===== config.mk =====
export PLATFORM = sky130hd
export DESIGN_NAME = palette_encoder
export DESIGN_NICKNAME = d
export VERILOG_FILES = /design/src/rtl/palette_encoder.sv
export SDC_FILE = /design/constraint.sdc
export NUM_CORES = 1
export LEC_CHECK = 0
export BUFFER_PORTS_ARGS = -buffer_cell sky130_fd_sc_hd__buf_4
export CORE_ASPECT_RATIO = 2
export CORE_MARGIN = 8
export CORE_UTILIZATION = 45
export CTS_CLUSTER_SIZE = 10
export DETAILED_ROUTE_END_ITERATION = 12
export PLACE_DENSITY = 0.68
export SYNTH_ARGS = -nofsm -noshare
export SYNTH_HDL_FRONTEND = slang
export SYNTH_SLANG_ARGS = --single-unit

===== constraint.sdc =====
create_clock -name Clk -period 4.1 [get_ports Clk]
set_input_delay 0.205 -clock Clk [delete_from_list [all_inputs] [get_ports Clk]]
set_output_delay 0.205 -clock Clk [all_outputs]
set_load 0.01 [all_outputs]

===== src/rtl/palette_encoder.sv =====
// Nearest-colour search over a fixed 16-entry 12-bit RGB palette.
// One palette entry is scored per cycle, and the search stops early when an exact match is found.
module palette_encoder (
    input  logic       Clk,
    input  logic       Reset,
    input  logic       in_valid,
    input  logic [3:0] in_red,
    input  logic [3:0] in_green,
    input  logic [3:0] in_blue,
    output logic       in_ready,
    output logic       out_valid,
    input  logic       out_ready,
    output logic [3:0] out_index,
    output logic [5:0] out_dist,
    output logic       out_exact
);

    typedef enum logic [1:0] {IDLE, SEARCH, DONE} state_t;

    state_t      state;
    state_t      next_state;
    logic [11:0] rgb_q;
    logic [3:0]  i;
    logic        issue_done;
    logic        cand_vld;
    logic [5:0]  cand_dist;
    logic [3:0]  cand_idx;
    logic [5:0]  best_dist;
    logic [3:0]  best_idx;
    logic [5:0]  entry_dist;
    logic        better;
    logic        exit_now;

    function automatic logic [11:0] palette(input logic [3:0] idx);
        logic [11:0] c;
        case (idx)
            4'd0:    c = 12'h110;
            4'd1:    c = 12'h662;
            4'd2:    c = 12'h5BE;
            4'd3:    c = 12'hA82;
            4'd4:    c = 12'h112;
            4'd5:    c = 12'h134;
            4'd6:    c = 12'h000;
            4'd7:    c = 12'h432;
            4'd8:    c = 12'hD10;
            4'd9:    c = 12'hEA1;
            4'd10:   c = 12'h221;
            4'd11:   c = 12'h48B;
            4'd12:   c = 12'h521;
            4'd13:   c = 12'h161;
            4'd14:   c = 12'h111;
            default: c = 12'h357;
        endcase
        return c;
    endfunction

    function automatic logic [3:0] abs_diff(input logic [3:0] a, input logic [3:0] b);
        return (a > b) ? (a - b) : (b - a);
    endfunction

    function automatic logic [5:0] manhattan(input logic [11:0] a, input logic [11:0] b);
        return {2'b00, abs_diff(a[11:8], b[11:8])}
             + {2'b00, abs_diff(a[7:4],  b[7:4])}
             + {2'b00, abs_diff(a[3:0],  b[3:0])};
    endfunction

    // Scoring is pipelined: entry i is scored into cand_* and compared against the best one cycle later.
    always_comb begin
        entry_dist = manhattan(rgb_q, palette(i));
        better     = cand_vld && (cand_dist < best_dist);
        exit_now   = cand_vld && ((cand_dist == 6'd0) || (cand_idx == 4'd15));
    end

    always_ff @(posedge Clk) begin
        if (Reset) begin
            state <= IDLE;
        end else begin
            state <= next_state;
        end
    end

    always_comb begin
        next_state = state;
        case (state)
            IDLE:    if (in_valid)  next_state = SEARCH;
            SEARCH:  if (exit_now)  next_state = DONE;
            DONE:    if (out_ready) next_state = IDLE;
            default: next_state = IDLE;
        endcase
    end

    always_ff @(posedge Clk) begin
        if (Reset) begin
            rgb_q      <= 12'h000;
            i          <= 4'd0;
            issue_done <= 1'b0;
            cand_vld   <= 1'b0;
            cand_dist  <= 6'd0;
            cand_idx   <= 4'd0;
            best_dist  <= 6'd0;
            best_idx   <= 4'd0;
        end else begin
            case (state)
                IDLE: begin
                    if (in_valid) begin
                        rgb_q      <= {in_red, in_green, in_blue};
                        i          <= 4'd0;
                        issue_done <= 1'b0;
                        cand_vld   <= 1'b0;
                        best_dist  <= 6'd63;
                        best_idx   <= 4'd0;
                    end
                end
                SEARCH: begin
                    cand_vld  <= !issue_done && !exit_now;
                    cand_dist <= entry_dist;
                    cand_idx  <= i;
                    // The counter parks on 15 instead of wrapping once the last entry has been issued.
                    if (!issue_done) begin
                        if (i == 4'd15) begin
                            issue_done <= 1'b1;
                        end else begin
                            i <= i + 4'd1;
                        end
                    end
                    if (better) begin
                        best_dist <= cand_dist;
                        best_idx  <= cand_idx;
                    end
                end
                default: ;
            endcase
        end
    end

    always_comb begin
        in_ready  = (state == IDLE);
        out_valid = (state == DONE);
        out_index = best_idx;
        out_dist  = best_dist;
        out_exact = (state == DONE) && (best_dist == 6'd0);
    end

endmodule


# After elaboration in Yosys (flattened, before gate mapping)
# Memories as Yosys holds them, arrays and structs flattened. A register that Yosys moved wholly into a read port is not among the register bits.
# Cells that the tools add are included.
dict set report op_classes {
  n_addsub 9
  magnitude_cmp 4
  n_eq_ne 10
  n_mux 23
  n_reduce_logical 16
}
# cell n
set ops {}
lappend ops {{$mux 4} 9}
lappend ops {{$sub 4x4->4} 6}
lappend ops {{$pmux 4 s2} 2}
lappend ops {{$gt 4x4->1} 3}
lappend ops {{$logic_not 6->1} 2}
lappend ops {{$mux 6} 2}
lappend ops {{$pmux 6 s2} 1}
lappend ops {{$ne 2x2->1 const B} 5}
lappend ops {{$eq 4x4->1 const B} 2}
lappend ops {{$add 5x4->6} 1}
lappend ops {{$lt 6x6->1} 1}
lappend ops {{$mux 2} 3}
lappend ops {{$pmux 2 s3} 1}
lappend ops {{$reduce_and 3->1} 2}
lappend ops {{$add 4x4->5} 1}
lappend ops {{$add 4x1->4 const B} 1}
lappend ops {{$logic_and 1x1->1} 4}
lappend ops {{$pmux 1 s2} 2}
lappend ops {{$reduce_and 2->1} 2}
lappend ops {{$reduce_and 4->1} 1}
lappend ops {{$mux 1} 3}
lappend ops {{$eq 2x1->1 const B} 1}
lappend ops {{$eq 2x2->1 const B} 1}
lappend ops {{$logic_not 1->1} 2}
lappend ops {{4 further kinds} 4}
dict set report word_totals {
  ff_bits 40
  rom_bits 192
  in_bits 16
  output_inout_bits 13
  elab_cells 72
  n_memories 1
}
# memory depth width rd rd_clocked_by_memory_dff write_ports line
set mem_list {}
lappend mem_list {{(no name shown)} 16 12 1 1 0 36} ;# case (idx)

# Depth between registers and ports, before layout
dict set report logic_depth {
  ltp_word 6
  mapped_depth 16
  ltp_nobuf 16
}

# Worst setup path before layout
# No wires, ideal clock.
dict set report synth_path {
  kind {register to register}
  start {reg rgb_q[8]}
  end {reg cand_dist[4]}
  setup_time_ns 0.086
  arrival_ns 3.080
  required_ns 4.014
  slack_ns 0.935
  path_stages_with_launch 17
  n_path_buf 0
  synth_period_minus_slack_ns 3.165
  path_cell_list {dfxtp_1 -> inv_1 -> ha_1 -> inv_1 -> fa_1 -> a21o_1 -> a21oi_1 -> a41oi_1 -> mux2i_1 -> xor2_1 -> fa_1 -> inv_1 -> ha_1 -> a21o_1 -> a21oi_1 -> xnor2_1 -> a211oi_1}
}
dict set report synth_between {
  elab_chain_cells 4
  elab_cells_between_ends 6
  classes_between {add/sub: 4; order compare: 1; mux: 1}
}
# item line
set synth_rtl {}
lappend synth_rtl {{from (decl)} 22} ;# logic [11:0] rgb_q;
lappend synth_rtl {{from (signal assigned)} 106} ;# rgb_q <= {in_red, in_green, in_blue};
lappend synth_rtl {{$sub 4x4->4 / $gt 4x4->1 (equally long branches)} 58} ;# return (a > b) ? (a - b) : (b - a);
lappend synth_rtl {{$mux 4 *} 58}
lappend synth_rtl {{$add 4x4->5 *} 63} ;# + {2'b00, abs_diff(a[7:4], b[7:4])}
lappend synth_rtl {{$add 5x4->6 *} 64} ;# + {2'b00, abs_diff(a[3:0], b[3:0])};
lappend synth_rtl {{to (signal assigned)} 116} ;# cand_dist <= entry_dist;
lappend synth_rtl {{to (decl)} 26} ;# logic [5:0] cand_dist;
# Mark *: on every way between the ends. The rest lies on a longest branch, timed or not.
# A chain may end at the register's enable or synchronous reset.

# Worst setup path after layout
dict set report layout_path {
  start {reg rgb_q[4]}
  end {reg cand_dist[4]}
}
# The elaborated chain is that of the path after synthesis.

==> metrics.md <==
| Metric | Value |
|---|---|
| Post-route minimum period | `3.53 ns` |
| Final hold viol count | `0` |
| Register bit total from synthesis | `52` |
| TNS Setup | `0 ns` |
| Max_cap viols | `0` |
| Comb pwr share | `42.2%` |
| Reg clk slew, reported paths | `0.07 ns` |
| Max Slew Vio Count | `0` |
| Overflow after GRT | `0` |
| Area of the multi-input gates | `2100 um2` |
| Worst VDD drop | `276 uV` |
| Worst r2r path cells | `16` |
| Status | `complete, no violations` |
| Die Y | `138 um` |
| Drt drc | `0` |
| Fin worst setup slack | `0.575 ns` |
| WP depth | `16` |
| Arr. time, crit path | `3.74 ns` |
| Row count | `44` |
| Placed cells | `481` |
| Mapped Nets | `437` |
| Adder-Cell Fraction of Synth Area | `19.9%` |
| Filler cell count | `725` |
| Compound-cell area share of the yosys netlist | `17.7%` |
| Post-synth EDFFs | `0` |
| Crit-path slowest cell | `fa_1` |
| CTS Hold Buffers Added | `0` |
| Synth Flop Type | `dfxtp_1` |
| Postcts setup bufs | `0` |
| Root Buffer | `clkbuf_16` |
| Core area | `7270 um2` |
| Htree depth | `2` |
| Antenna-violating nets left | `0` |
| GRT Util Overall | `15.0%` |
| Reg2reg setup slack | `0.57 ns` |
| Initial DRC Count | `99` |
| Final setup vio count | `0` |
| Post-Syn Area per Cell | `9.02 um2` |
| Switch share | `36.5%` |
| Maximum buffer depth of the clock tree | `2` |
| Switching power | `0.650 mW` |
| Yosys warns | `0` |
| GP Congestion | `0.864` |
| Synth Area in XOR/XNOR | `2.34%` |
| Diode count | `0` |
| Clk pwr share | `23.9%` |
| Pre-antenna DRT Iters | `5` |
| Max FO, Critical Path | `3` |
| CP Launch Type | `register` |
| # clock sinks | `52` |
| Via/cell ratio | `5.38` |
| Global-route wire length before repair | `13,200 um` |
| Initial Util | `46.4%` |
| Post-DP HPWL | `5780 um` |
| Post-synth top area share | `30.9%` |
| Post-Route WL | `7600 um` |
| Largest net degree at the start of global routing | `58` |
| Leak pwr | `1.64 nW` |
| Layout cells sized above 1 | `13.4%` |
| WP data required | `4.32 ns` |
| TritonCTS Buffers | `5` |
| Synth unique cells | `57` |
| Gate count of the mapped netlist | `374` |
| Die Area | `10,700 um2` |
| Pre-CTS WS | `0.541 ns` |
| Via Count | `2,633` |
| Clock latency on the worst-skew pair | `0.30 ns` |
| Share of power burned in registers | `33.9%` |
| Ordered cell list for the critical path | `inv_1 -> ha_1 -> inv_1 -> fa_1 -> a21o_1 -> a21oi_1 -> a41oi_1 -> mux2i_1 -> xor2_1 -> fa_1 -> inv_1 -> ha_1 -> a21o_1 -> a21oi_1 -> xnor2_1 -> a211oi_1` |
| Pwr/cell area | `469 nW/um2` |
| Crit path from | `rgb_q[4]` |
| P_int | `1.13 mW` |
| Ys async rst share | `0%` |
| Setup crit end | `cand_dist[4]` |
| Hold/Removal Path Class | `in2reg` |
| Tcrit/Tclk final | `86.0%` |
| Worst Max-Slew Pin Slew | `0.917 ns` |
| Slew headroom | `38.8%` |
| Crit end category | `register` |
| Vias in the first global route | `2,802` |
| Post_cts resized | `0` |
| CP dominant cell by count | `inv_1` |
| Seq. cell area | `1040 um2` |
| CP delay by family, top | `compound AO/OA/AOI/OAI gates` |
| Finished Layout Cells | `489` |
| Largest family of logic cells by synthesized area | `adder cells` |
| Reg2reg end | `cand_dist[4]` |
| Clock skew | `0.00787 ns` |
| Register area share after synthesis | `30.9%` |
| Post-synthesis simple-gate area fraction | `14.5%` |
| CTS tree | `done` |
| CP max stage delay | `0.46 ns` |
| FMAX | `284 MHz` |
| Antenna violations before repair | `0` |
| Main area contributors after synthesis | `dfxtp_1 (31%), ha_1 (13%), mux2i_1 (7.1%)` |
| Die width | `77.2 um` |
| Buf/Inv on CP | `3` |
| Average wire per standard cell | `15.5 um` |
| Setup CP Type | `reg2reg` |
| I/O pin cnt | `29` |
| Mux contribution to synthesized area | `7.79%` |
| Largest area contributor in the netlist | `dfxtp_1` |
| R2r startpoint | `rgb_q[4]` |
| Synth-to-Final Area Change | `12.7%` |
| RSZ-0062 raised after global routing | `false` |
| IO Port Bufs | `28` |
| Syn Std Cell Area | `3370 um2` |
| Final net count | `459` |
==> power by group through the flow <==
stage	Sequential [mW]	Combinational, mW	Clock (mW)
2_1_floorplan	0.604	0.587	0
6_report	0.605	0.752	0.425
3_5_place_dp	0.616	0.751	0
5_1_grt	0.613	0.856	0.458
3_3_place_gp	0.616	0.742	0
4_1_cts	0.605	0.763	0.442
==> tightest hold or removal path, cell delays in order <==
cell	delay (ns)
buf_4	0.11
nand2_1	0.04
a21oi_1	0.05
==> worst min path at each step <==
| stage | startpoint | to | slack (ns) | depth (start not counted) |
|---|---|---|---|---|
| finish | in_green[2] | rgb_q[6] | 0.15 | 3 |
| detailed placement | rgb_q[7] | rgb_q[7] | 0.46 | 2 |
| global route | in_green[2] | rgb_q[6] | 0.15 | 3 |
| global placement | in_blue[1] | rgb_q[1] | 0.45 | 3 |
| floorplan | in_red[3] | rgb_q[11] | 0.34 | 2 |
| CTS | in_green[1] | rgb_q[5] | 0.14 | 3 |
==> through the flow <==
| step | hold slack, ns | power, mW | utilization [%] | instance area, um2 |
|---|---|---|---|---|
| global placement | 0.451 | 1.36 | 50.3 | 3660 |
| finish | 0.148 | 1.78 | 52.3 | 3800 |
| CTS | 0.141 | 1.81 | 52.3 | 3800 |
| detailed placement | 0.465 | 1.37 | 50.3 | 3660 |
| floorplan | 0.341 | 1.19 | - | 3370 |
| global route | 0.146 | 1.93 | 52.3 | 3800 |
==> layout make-up <==
cell class,instances,area share [%]
Tap cell,92,3.03
Inverter,45,4.45
Timing Repair Buffer,31,6.12
Sequential cell,52,27.4
Clock buffer,5,3.29
Clock inverter,3,0.494
Multi-Input combinational cell,261,55.2
==> cells in the mapped netlist (all sizes together), types with 9 or more instances <==
library cell and count:
a21o 17, a21oi 38, clkbuf 12, dfxtp 52
fa 11, ha 36, inv 45, mux2i 24
nand2 42, nand3b 10, nor2 12, o21bai 9
==> cell families (layout without fill, tap and decap cells) <==
logic type	after synthesis	count (layout)
AOI/OAI and AO/OA	86	86
xor gates and xnor gates	9	9
adders and majority gates	47	47
buffers and inverters	61	84
DFF	52	52
muxes	26	26
and+or+nand+nor	93	93
==> placed cells by master, fill, tap and decap left out, types with 3 or more instances in the layout <==
master / synthesis / routed
nor2_1: 11 / 11
clkbuf_16: 0 / 5
nand2_1: 42 / 42
a21oi_1: 37 / 37
nand3_1: 5 / 5
fa_1: 11 / 11
nand2b_1: 3 / 3
o21bai_1: 8 / 8
dfxtp_1: 52 / 52
a41oi_1: 3 / 3
inv_2: 3 / 3
a21o_1: 17 / 17
xor2_1: 4 / 4
mux2i_1: 24 / 24
ha_1: 36 / 36
inv_1: 42 / 42
buf_4: 0 / 31
nand3b_1: 10 / 10
xnor2_1: 5 / 5
==> routing by layer <==
layer / vias up / wire (um) / track usage, %
met5: - / 0 / 0
met4: 0 / 340 / 9.22
met3: 18 / 166 / 2.73
met2: 43 / 4200 / 27.8
met1: 1261 / 2900 / 14.6
li1: 1311 / - / -
Power figures use the tool's default switching activity.
